--- src/rtl/bias_load_ctrl_pkg.sv ---
// bias_load_ctrl_pkg: shared FSM state encoding and FP32 field constants for the bias loader.
package bias_load_ctrl_pkg;

    typedef enum logic [2:0] {
        S_IDLE,
        S_FETCH,
        S_WAIT,
        S_CONV,
        S_OUT,
        S_DONE
    } state_e;

    localparam int SIGN_BIT = 31;
    localparam int EXP_MSB  = 30;
    localparam int EXP_LSB  = 23;
    localparam int EXP_BIAS = 127;
    localparam int EXP_SAT  = 133;

endpackage

--- src/rtl/bias_load_ctrl_converter.sv ---
// converter: maps an FP32 bias to 8-bit sign-magnitude; magnitude is registered on en,
// sign follows in_bias combinationally.
module converter
    import bias_load_ctrl_pkg::*;
(
    input  logic        clk,
    input  logic        rst,
    input  logic        en,
    input  logic [31:0] in_bias,
    output logic [7:0]  out_bias
);

    logic [7:0] exp_w;
    logic [6:0] mant_top;
    logic [6:0] mag_q, mag_d;

    assign exp_w    = in_bias[EXP_MSB:EXP_LSB];
    assign mant_top = in_bias[EXP_LSB-1 -: 7];

    // Exponent 127..133 keeps the top (exp-126) mantissa bits, i.e. drops (133-exp) of the 7.
    always_comb begin
        mag_d = exp_w < 8'(EXP_BIAS) ? 7'd0
              : exp_w > 8'(EXP_SAT)  ? 7'd127
              : mant_top >> (8'(EXP_SAT) - exp_w);
    end

    always_ff @(posedge clk or posedge rst) begin
        if (rst) mag_q <= '0;
        else if (en) mag_q <= mag_d;
    end

    assign out_bias = {in_bias[SIGN_BIT], mag_q};

endmodule

--- src/rtl/bias_load_ctrl.sv ---
// bias_load_ctrl: streams a block of FP32 biases from the bias ROM through one converter
// and presents the 8-bit results on a valid/ready stream, one bias per FETCH/WAIT/CONV/OUT pass.
module bias_load_ctrl
    import bias_load_ctrl_pkg::*;
#(
    parameter int ADDR_W = 8,
    parameter int CNT_W  = 9
) (
    input  logic              clk,
    input  logic              rst,
    input  logic              start,
    input  logic [ADDR_W-1:0] base_addr,
    input  logic [CNT_W-1:0]  num_bias,
    output logic              busy,
    output logic              done,
    output logic              err_zero,
    output logic              rom_en,
    output logic [ADDR_W-1:0] rom_addr,
    input  logic [31:0]       rom_rdata,
    output logic              out_valid,
    input  logic              out_ready,
    output logic [ADDR_W-1:0] out_idx,
    output logic [7:0]        out_bias,
    output logic [CNT_W-1:0]  sat_cnt
);

    state_e            state_q, state_d;
    logic [ADDR_W-1:0] base_q, base_d;
    logic [CNT_W-1:0]  cnt_q, cnt_d;
    logic [CNT_W-1:0]  idx_q, idx_d;
    logic [CNT_W-1:0]  sat_q, sat_d;
    logic [31:0]       hold_q, hold_d;
    logic              err_q, err_d;
    logic [CNT_W-1:0]  idx_inc;
    logic              accept;
    logic              hs;
    logic              conv_rst;
    logic              conv_en;

    assign idx_inc  = idx_q + CNT_W'(1);
    assign accept   = (state_q == S_IDLE) && start;
    assign hs       = (state_q == S_OUT) && out_ready;
    assign conv_rst = ~rst;
    assign conv_en  = (state_q == S_CONV);

    always_ff @(posedge clk or negedge rst) begin
        if (!rst) state_q <= S_IDLE;
        else state_q <= state_d;
    end

    always_comb begin
        state_d = state_q;
        case (state_q)
            S_IDLE:  if (start) state_d = (num_bias == '0) ? S_DONE : S_FETCH;
            S_FETCH: state_d = S_WAIT;
            S_WAIT:  state_d = S_CONV;
            S_CONV:  state_d = S_OUT;
            S_OUT:   if (out_ready) state_d = (idx_inc == cnt_q) ? S_DONE : S_FETCH;
            S_DONE:  state_d = S_IDLE;
            default: state_d = S_IDLE;
        endcase
    end

    always_comb begin
        busy      = state_q != S_IDLE;
        done      = state_q == S_DONE;
        err_zero  = (state_q == S_DONE) && err_q;
        rom_en    = state_q == S_FETCH;
        out_valid = state_q == S_OUT;
        rom_addr  = base_q + idx_q[ADDR_W-1:0];
        out_idx   = idx_q[ADDR_W-1:0];
        sat_cnt   = sat_q;
    end

    always_comb begin
        base_d = accept ? base_addr : base_q;
        cnt_d  = accept ? num_bias : cnt_q;
        err_d  = accept ? (num_bias == '0) : err_q;
        idx_d  = accept ? '0 : hs ? idx_inc : idx_q;
        hold_d = (state_q == S_WAIT) ? rom_rdata : hold_q;
        sat_d  = accept ? '0
               : (conv_en && hold_q[EXP_MSB:EXP_LSB] > 8'(EXP_SAT)) ? sat_q + CNT_W'(1)
               : sat_q;
    end

    always_ff @(posedge clk or negedge rst) begin
        if (!rst) begin
            base_q <= '0;
            cnt_q  <= '0;
            idx_q  <= '0;
            sat_q  <= '0;
            hold_q <= '0;
            err_q  <= 1'b0;
        end else begin
            base_q <= base_d;
            cnt_q  <= cnt_d;
            idx_q  <= idx_d;
            sat_q  <= sat_d;
            hold_q <= hold_d;
            err_q  <= err_d;
        end
    end

    // Hold register stays put through OUT, so the combinational sign bit is stable under backpressure.
    converter u_conv (
        .clk      (clk),
        .rst      (conv_rst),
        .en       (conv_en),
        .in_bias  (hold_q),
        .out_bias (out_bias)
    );

endmodule
--- config.mk ---
export PLATFORM = sky130hd
export DESIGN_NAME = bias_load_ctrl
export DESIGN_NICKNAME = d
export VERILOG_FILES = /design/src/rtl/bias_load_ctrl_pkg.sv /design/src/rtl/bias_load_ctrl_converter.sv /design/src/rtl/bias_load_ctrl.sv
export SDC_FILE = /design/constraint.sdc
export NUM_CORES = 1
export LEC_CHECK = 0
export BUFFER_PORTS_ARGS = -buffer_cell sky130_fd_sc_hd__buf_2
export CAP_MARGIN = 20
export CORE_AREA = 8 8 96 98
export DETAILED_ROUTE_END_ITERATION = 8
export DIE_AREA = 0 0 104 106
export GPL_TIMING_DRIVEN = 0
export PLACE_DENSITY = 0.71
export SYNTH_ARGS = -nofsm -noshare
export SYNTH_HDL_FRONTEND = slang
export SYNTH_SLANG_ARGS = --single-unit
--- constraint.sdc ---
create_clock -name clk -period 4.5 [get_ports clk]
set_input_delay 0 -clock clk [delete_from_list [all_inputs] [get_ports clk]]
set_output_delay 0 -clock clk [all_outputs]
set_load 0.03 [all_outputs]
==> results.json <==
{
  "dieArea_um2": 11020,
  "drtIter0Drc": 132,
  "cts_sinks": 62,
  "end_kind": "output port",
  "avgSynthCellArea_um2": 9.685,
  "place_congestion": 0.8467,
  "rsz0062_at_grt": "no",
  "synth_area_um2": 3506,
  "synthCells": 362,
  "cts_buffers": 9,
  "firstDrtPassIters": 4,
  "synth_seq_cells": 62,
  "p_leak_uw": 0.002209,
  "post-synth-top-area-cell": "dfrtp_1",
  "cpPeakStageDelay_ns": 0.46,
  "cp_top_family": "compound AO/OA/AOI/OAI gates",
  "nNetsFinal": 548,
  "hpwl_mm": 6.176,
  "fmax_ghz": 0.4131,
  "core_area_um2": 7845,
  "grt_max_degree": 42,
  "vias": 3003,
  "clk_pin_slew_ns": 0.07,
  "cts_max_path_buffers": 2,
  "num_rows": 33,
  "netlist.area_leader.share_pct": 44.25,
  "synth_edf_count": 0,
  "period_share_pct": 53.80,
  "synth_most_common_cell": "nand2_1",
  "p_per_area_nw_per_um2": 606.7,
  "setup_viol": 0,
  "grt_pass1_wl_mm": 14.74,
  "ant_nets": 0,
  "start_kind": "register",
  "power_uw": 2777,
  "run_status": "finished clean",
  "ir_drop_uv": 366.7,
  "synth.distinct_cells": 52,
  "cts_resized": 0,
  "gr-usage-all-layers_pct": 16.13,
  "layout-drive-gt1-share_pct": 29.10,
  "yosysSeqAreaShare_pct": 44.25,
  "tns_ns": 0,
  "layout-area-overhead-vs-synth_pct": 30.55,
  "io_pins": 91,
  "synth_top_cells_by_area": "dfrtp_1 (44%), nand2_1 (7.2%), mux2_2 (6.1%)",
  "routed_wl_mm": 8.524,
  "slowest_stage": "dfrtp_1",
  "async_reset_ff_share_pct": 100.0,
  "crit_buf_inv": 1,
  "port_buffers": 74,
  "ctsHtreeMaxLevel": 3,
  "setup_ws_ns": 2.079,
  "die_w_um": 104,
  "synth_fp_nets": 426,
  "period_needed_ns": 2.421,
  "clock_latency_ns": 0.34,
  "first_global_vias": 3065,
  "fin_hold_ws_ns": 0.1687,
  "holdCritPathClass": "in -> async",
  "die_height_um": 106,
  "drc": 0,
  "path_class": "reg -> out",
  "antenna_found_initial": 0,
  "critical_path_arrival_ns": 2.42,
  "pre_cts_slack_ns": 2.419,
  "critPathRequiredTime_ns": 4.50,
  "cp_max_fo": 7,
  "wl_per_cell_um": 14.37,
  "antenna_cells": 0,
  "worst_slew_pin_slew_ns": 0.6998,
  "finalHoldViolations": 0,
  "filler_cell_count": 681,
  "via_per_inst": 5.064,
  "regArea_um2": 1551,
  "relSlewSlack_pct": 53.09,
  "root_buffer": "clkbuf_8",
  "finish.utilization_pct": 58.34,
  "timing.final.max_slew_violations": 0,
  "tritoncts": "yes",
  "synthTopCellsByCount": "nand2_1 (67), dfrtp_1 (62), o21ai_0 (24), nor2_1 (22), a21oi_1 (21)",
  "gr-total-overflow": 0,
  "crit_chain": "ha_1 -> a21o_1 -> a21oi_1 -> o21ai_0 -> o41ai_1 -> xnor2_1 -> buf_2",
  "multi_input_area_um2": 1787,
  "clock_skew_ns": 0.008271,
  "initial_utilization_pct": 44.69,
  "synth_ff_type": "dfrtp_1",
  "yosys_warnings": 0,
  "cap_viol_max_count": 0
}
[sequential cells by signal, indices dropped and copies added, names as in the netlist]
signal,flops
state_q,3
u_conv.mag_q,7
base_q,8
cnt_q,9
idx_q,9
err_q,1
hold_q,16
sat_cnt,9
[cell usage in the layout, fill, tap and decap left out, types with 4 or more instances in the layout]
master	instances
a21oi_1	21
buf_2	82
buf_4	12
clkbuf_1	4
clkbuf_8	10
dfrtp_1	62
dlygate4sd3_1	36
ha_1	10
inv_1	7
mux2_2	19
nand2_1	67
nand3_1	9
nand4_1	4
nor2_1	22
nor3_1	5
o21ai_0	24
o31ai_1	5
or3_1	6
xnor2_1	16
xor2_1	11
[worst reg2reg max path: stages (launching register included)]
cell	delay (ns)
dfrtp_1	0.39
buf_4	0.17
nand2b_1	0.19
nor3_2	0.55
clkbuf_1	0.48
nand2_1	0.16
nand2_1	0.08
[final timing paths]
check,start,end,slack (ns),depth (start not counted)
max in group asynchronous,rst,hold_q[25],3.74,3
setup reg to reg,state_q[1],cnt_q[6],2.43,6
hold reg to reg,base_q[3],base_q[3],0.48,2
setup / recovery,idx_q[1],rom_addr[7],2.08,7
min in group clk,base_addr[3],base_q[3],0.39,4
hold / removal,rst,idx_q[0],0.17,2
[layer usage]
| metal | wire length, µm | track usage [%] | up-vias |
|---|---|---|---|
| met5 | 0 | 0 | - |
| met1 | 3849 | 19.75 | 1428 |
| met2 | 4085 | 26.44 | 69 |
| met4 | 98 | 4.654 | 0 |
| met3 | 490 | 5.566 | 9 |
| li1 | - | - | 1497 |
[power by group]
group | leakage [µW] | total [µW] | switching [µW] | internal [µW]
Combinational | 0.00132 | 1340 | 772 | 572
Sequential | 0.000790 | 950 | 187 | 763
Clock | 0.0000952 | 483 | 216 | 266
Total | 0.00221 | 2780 | 1180 | 1600
[through the flow]
stage | cells | area, µm²
detailed placement | 542 | 4028
finish | 593 | 4577
global route | 593 | 4577
floorplan | 362 | 3506
global placement | 541 | 4008
CTS | 593 | 4577
[layout make-up]
class / count / area share, %
flip-flops and latches: 62 / 33.90
repair buffers: 111 / 16.40
multi-input cells: 270 / 39.04
plain buffers: 23 / 3.089
well taps: 105 / 2.870
inverters: 7 / 0.5741
clock buffers: 11 / 3.089
clock inverters: 4 / 1.039
[repair_timing]
| action | 4_1_cts | 5_1_grt |
|---|---|---|
| hold buffers | 36 | 0 |
| buffers inserted | 0 | 0 |
| endpoints found under the hold margin | 56 | 0 |
[kinds of logic after synthesis]
| kind of cell | share of synthesized area (%) |
|---|---|
| simple gates | 20.27 |
| compound gates | 11.56 |
| flops | 44.25 |
| buf+inv | 4.783 |
| xor+xnor | 6.745 |
| mux | 8.244 |
| fa+ha+maj | 4.140 |
No activity file was read; power rests on OpenSTA's default activity.
